## config.mk

```make
export PLATFORM = sky130hd
export DESIGN_NAME = bcd2bin
export DESIGN_NICKNAME = d
export VERILOG_FILES = /design/src/rtl/bcd_pkg.sv /design/src/rtl/bcd_digit_adj.sv /design/src/rtl/bcd2bin.sv
export SDC_FILE = /design/constraint.sdc
export NUM_CORES = 1
export LEC_CHECK = 0
export BUFFER_PORTS_ARGS = -buffer_cell sky130_fd_sc_hd__buf_2
export CORE_MARGIN = 2
export CORE_UTILIZATION = 35
export CTS_CLUSTER_SIZE = 28
export DETAILED_ROUTE_END_ITERATION = 10
export PLACE_DENSITY = 0.64
export SLEW_MARGIN = 5
export SYNTH_ARGS = -nofsm -noshare
export SYNTH_HDL_FRONTEND = slang
export SYNTH_SLANG_ARGS = --single-unit
```

## constraint.sdc

```tcl
create_clock -name clk -period 3.6 [get_ports clk]
set_input_delay 0 -clock clk [delete_from_list [all_inputs] [get_ports clk]]
set_output_delay 0 -clock clk [all_outputs]
set_load 0.1 [all_outputs]
```

## src/rtl/bcd_pkg.sv

```systemverilog
//============================================================================
// Module   : bcd_pkg
// Purpose  : Shared types and constants for the BCD-to-binary converter.
// Revision : 1.0 - initial release
//============================================================================
`default_nettype none

package bcd_pkg;

    localparam int BCD_DIG_W      = 4;
    localparam int BCD_ADJ_THRESH = 8;

    typedef enum logic [1:0] {
        IDLE = 2'd0,
        OP   = 2'd1,
        DONE = 2'd2
    } bcd2bin_state_t;

endpackage

`default_nettype wire

```

## src/rtl/bcd_digit_adj.sv

```systemverilog
//============================================================================
// Module   : bcd_digit_adj
// Purpose  : Reverse double-dabble digit correction. A digit that reaches 8
//            or more after the right shift carried in a bit worth 8 that
//            should only be worth 5 (10/2), so 3 is removed.
// Revision : 1.0 - initial release
//============================================================================
`default_nettype none

module bcd_digit_adj
    import bcd_pkg::*;
(
    input  logic [BCD_DIG_W-1:0] d,
    output logic [BCD_DIG_W-1:0] q
);

    localparam logic [BCD_DIG_W-1:0] C_THRESH = BCD_DIG_W'(BCD_ADJ_THRESH);
    localparam logic [BCD_DIG_W-1:0] C_ADJ    = BCD_DIG_W'(3);

    assign q = (d >= C_THRESH) ? (d - C_ADJ) : d;

endmodule

`default_nettype wire

```

## src/rtl/bcd2bin.sv

```systemverilog
//============================================================================
// Module   : bcd2bin
// Purpose  : Sequential N-digit BCD to W-bit binary converter. One shift of
//            the reverse double-dabble engine per clock, W shifts per
//            conversion, start/ready handshake and a one-cycle done pulse.
// Options  : BCD2BIN_CHECK_EN - when defined, non-decimal input digits are
//            flagged on err and the result is forced to zero.
// Revision : 1.0 - initial release
//============================================================================
`default_nettype none

module bcd2bin
    import bcd_pkg::*;
#(
    parameter int N = 6,
    parameter int W = 20
) (
    input  logic                   clk,
    input  logic                   reset,
    input  logic                   start,
    input  logic [BCD_DIG_W*N-1:0] bcd_in,
    output logic                   ready,
    output logic                   done_tick,
    output logic [W-1:0]           bin,
    output logic                   err
);

    localparam int BW    = BCD_DIG_W * N;
    localparam int CNT_W = (W > 1) ? $clog2(W) : 1;
    localparam logic [CNT_W-1:0] C_LAST = CNT_W'(W - 1);

    bcd2bin_state_t   r_state;
    logic [BW-1:0]    r_bcd;
    logic [W-1:0]     r_bin;
    logic [CNT_W-1:0] r_cnt;

    logic [BW-1:0]    w_bcd_sh;
    logic [W-1:0]     w_bin_sh;
    logic [BW-1:0]    w_bcd_adj;

    // The BCD LSB falls into the binary MSB on every right shift.
    assign w_bcd_sh = {1'b0, r_bcd[BW-1:1]};
    assign w_bin_sh = {r_bcd[0], r_bin[W-1:1]};

    for (genvar i = 0; i < N; i++) begin : g_adj
        bcd_digit_adj u_adj (
            .d (w_bcd_sh[i*BCD_DIG_W +: BCD_DIG_W]),
            .q (w_bcd_adj[i*BCD_DIG_W +: BCD_DIG_W])
        );
    end

`ifdef BCD2BIN_CHECK_EN
    logic [N-1:0] w_dig_bad;
    logic         r_err_lat;

    for (genvar i = 0; i < N; i++) begin : g_chk
        assign w_dig_bad[i] = (bcd_in[i*BCD_DIG_W +: BCD_DIG_W] > BCD_DIG_W'(9));
    end

    // Invalid-digit flag captured at accept and published with the result.
    always_ff @(posedge clk) begin
        if (reset) begin
            r_err_lat <= 1'b0;
            err       <= 1'b0;
        end else begin
            if (r_state == IDLE && start) begin
                r_err_lat <= |w_dig_bad;
            end
            if (r_state == DONE) begin
                err <= r_err_lat;
            end
        end
    end
`else
    assign err = 1'b0;
`endif

    // Control FSM, step counter, shift registers and registered outputs.
    always_ff @(posedge clk) begin
        if (reset) begin
            r_state   <= IDLE;
            r_bcd     <= '0;
            r_bin     <= '0;
            r_cnt     <= '0;
            ready     <= 1'b1;
            done_tick <= 1'b0;
            bin       <= '0;
        end else begin
            done_tick <= 1'b0;
            case (r_state)
                IDLE: begin
                    if (start) begin
                        r_bcd   <= bcd_in;
                        r_bin   <= '0;
                        r_cnt   <= C_LAST;
                        ready   <= 1'b0;
                        r_state <= OP;
                    end
                end
                OP: begin
                    r_bcd <= w_bcd_adj;
                    r_bin <= w_bin_sh;
                    if (r_cnt == '0) begin
                        // Raise the pulse on the edge entering DONE so it
                        // is high for exactly the DONE cycle.
                        done_tick <= 1'b1;
                        r_state   <= DONE;
                    end else begin
                        r_cnt <= r_cnt - 1'b1;
                    end
                end
                DONE: begin
`ifdef BCD2BIN_CHECK_EN
                    bin <= r_err_lat ? '0 : r_bin;
`else
                    bin <= r_bin;
`endif
                    ready   <= 1'b1;
                    r_state <= IDLE;
                end
                default: begin
                    ready   <= 1'b1;
                    r_state <= IDLE;
                end
            endcase
        end
    end

endmodule

`default_nettype wire

```

==> impl_metrics.json <==
{
  "tritoncts": "yes",
  "grt.busiest_layer": "met2",
  "setup_viol": 0,
  "seqCellArea_mm2": 0.00146,
  "grt_setup_unrepaired": "false",
  "powerDensity_mw_per_mm2": 523,
  "synthMuxAreaShare_pct": 2.43,
  "cts_num_sinks": 73,
  "leakagePower_nw": 1.55,
  "wirelength_um": 6890,
  "hold_violations": 0,
  "die_w_um": 98.7,
  "hold_slack_ns": 0.0428,
  "antenna_found_initial": 0,
  "post-route-min-period_ns": 2.23,
  "synth_simple_gate_area_share_pct": 13.2,
  "met1_usage_pct": 18.7,
  "syn-instance-count": 344,
  "swShare_pct": 25.8,
  "synthAdderAreaFrac_pct": 4.39,
  "synthXorXnorAreaFrac_pct": 2.79,
  "layout_common_cells": "dfxtp_1, nand2_1, buf_2",
  "synth_top_family_by_area": "compound AO/OA/AOI/OAI gates",
  "firstDrtPassIters": 4,
  "grt.total_usage_pct": 14.6,
  "synth_async_sr_flop_share_pct": 0,
  "start_util_pct": 36.0,
  "grt_start_max_net_pins": 46,
  "outcome": "completed",
  "hold_class": "in2reg",
  "post-dp-hpwl_um": 4630,
  "crit_fanout": 24,
  "num_rows": 34,
  "detail_route.vias_per_cell": 5.15,
  "criticalPathCategory": "reg2reg",
  "grtUsageMet2_pct": 23.8,
  "gp_congestion": 0.792,
  "ios": 50,
  "crit_arrival_ns": 2.51,
  "synth_edf_count": 0,
  "clk_latency_ns": 0.33,
  "peakVddDrop_uv": 341,
  "r2r_setup_slack_ns": 1.37,
  "cts-resized-gates": 0,
  "antenna_cells": 0,
  "stdcell_count": 501,
  "power_switching_w": 0.000505,
  "nets": 427,
  "final_common_cell": "dfxtp_1",
  "synth_compound_area_share_pct": 24.5,
  "fp.dieH_um": 98.7,
  "hold_path_startpoint": "bcd_in[9]",
  "fmax_mhz": 447,
  "drc": 0,
  "ys_seq_area_share_pct": 46.6,
  "fin_skew_ns": 0.00458,
  "clkPwrFrac_pct": 39.1,
  "synthesis.area_mm2": 0.00314,
  "drive_gt1_share_pct": 20.6,
  "intPower_w": 0.00145,
  "ys_ff_latch": 73,
  "yosys_warnings": 0,
  "comb_power_share_pct": 14.7,
  "vias": 2580,
  "reg2reg_to": "r_bin[3]",
  "area_growth_pct": 19.4,
  "regToRegStartpoint": "r_state[0]",
  "drt_iter0_drc": 87,
  "cts_buffers": 9,
  "multi_input_area_mm2": 0.00149,
  "grt_pass1_vias": 2449,
  "routedWlPerCell_um": 13.8,
  "holdPathStages": 3,
  "clk_pin_slew_ns": 0.07,
  "clockRootBuffer": "clkbuf_8",
  "clockBufferDepth": 2,
  "drv_slew": 0,
  "crit_required_ns": 3.88,
  "nFillCells": 893,
  "startpoint_type": "flip-flop",
  "core_mm2": 0.00872,
  "relSlewSlack_pct": 43.6,
  "max_slew.worst_pin.slew_ns": 0.846,
  "fin_crit_sh_pct": 62.1,
  "ant_nets": 0,
  "numPortBuffers": 48,
  "final.setup.tns_ns": 0,
  "dieArea_mm2": 0.00973,
  "syn_nets": 382,
  "hold_end": "r_bcd[9]",
  "synth_ff_type": "dfxtp_1",
  "grt_overflow_total": 0,
  "grt_util_met3_pct": 4.18,
  "endpoint_kind": "flip-flop",
  "cap_violations": 0,
  "dp_cells": 477,
  "h-tree-depth": 3,
  "ff2ff_path_depth": 4,
  "avgSynthCellArea_um2": 9.11,
  "ys_types": 39,
  "seqPwrFrac_pct": 46.2,
  "grt_pass1_wl_um": 11700
}
worst max-delay path by stage:
stage                     startpoint        end  slack (ns)  cells past startpoint
after global placement    r_state[0]  r_bcd[17]        1.55                      4
after global routing      r_state[0]   r_bin[0]        1.17                      4
after floorplan             r_cnt[0]   r_cnt[1]        2.05                      6
final                     r_state[0]   r_bin[3]        1.37                      4
after CTS                 r_state[0]  r_bcd[13]        1.38                      4
after detailed placement  r_state[0]  r_bcd[13]        1.41                      4
flip-flops by register name, indices dropped and copies added (netlist names):
register,cells
done_tick,1
r_cnt,5
bin,20
r_bin,20
r_state,2
r_bcd,24
ready,1
worst max-delay path, cell delays in order (launching register included):
cell and delay, ns:
dfxtp_1 0.86, nand2b_1 0.51, nor2_1 0.38, buf_4 0.27
a22o_1 0.15
metrics by stage:
step	utilization, %	cell area (µm²)	setup WS, ns	power (W)
3_3_place_gp	39.1	3410	1.55	0.00119
5_1_grt	42.9	3740	1.17	0.00205
6_report	42.9	3740	1.37	0.00196
4_1_cts	42.9	3740	1.38	0.00198
3_5_place_dp	39.1	3410	1.41	0.00120
2_1_floorplan	-	3140	2.05	0.00114
repair_timing:
item	in CTS	in global routing
hold endpoints to repair	9	0
hold buffers	9	0
setup buffers	0	0
kinds of logic after synthesis:
group	Yosys count
DFF	73
adders and majority gates	11
muxes	7
AOI/OAI and AO/OA	108
buffers and inverters	42
and+or+nand+nor	92
xor gates and xnor gates	10
other	1
power groups by stage:
stage | Sequential [W] | Combinational (W) | Clock, W
global placement | 0.000919 | 0.000274 | 0
finish | 0.000904 | 0.000288 | 0.000764
CTS | 0.000903 | 0.000291 | 0.000784
global route | 0.000911 | 0.000320 | 0.000818
floorplan | 0.000915 | 0.000227 | 0
detailed placement | 0.000921 | 0.000281 | 0
synthesized netlist by cell type (5+ instances only):
cell type  number  area [µm²]
nand2_1        56         210
nor2b_1         7        43.8
a21oi_1        30         150
buf_2          14        70.1
mux2_2          5        56.3
o211ai_1        5        37.5
ha_1           11         138
dfxtp_1        73        1460
xnor2_1        10        87.6
a21o_1          5        37.5
inv_1          14        52.6
nor2_1         14        52.6
a211oi_1        5        37.5
a221oi_1       10        87.6
a22o_1         25         219
clkbuf_1       10        37.5
o21ai_0        16        80.1
per-layer routing:
metal | wire length (µm) | part of all wire, % | vias to the layer above
met3 | 372 | 5.4 | 4
met1 | 3240 | 47 | 1209
met2 | 3230 | 47 | 75
met5 | 0 | 0 | -
li1 | - | - | 1292
met4 | 47 | 0.68 | 0
layout make-up:
cell class | count | area share [%]
multi-input cells | 229 | 39.8
flip-flops and latches | 73 | 39.1
repair buffers | 61 | 9.63
clock buffers | 10 | 3.68
well taps | 108 | 3.61
clock inverters | 5 | 2.78
inverters | 15 | 1.50
No activity file was read; power rests on OpenSTA's default activity.
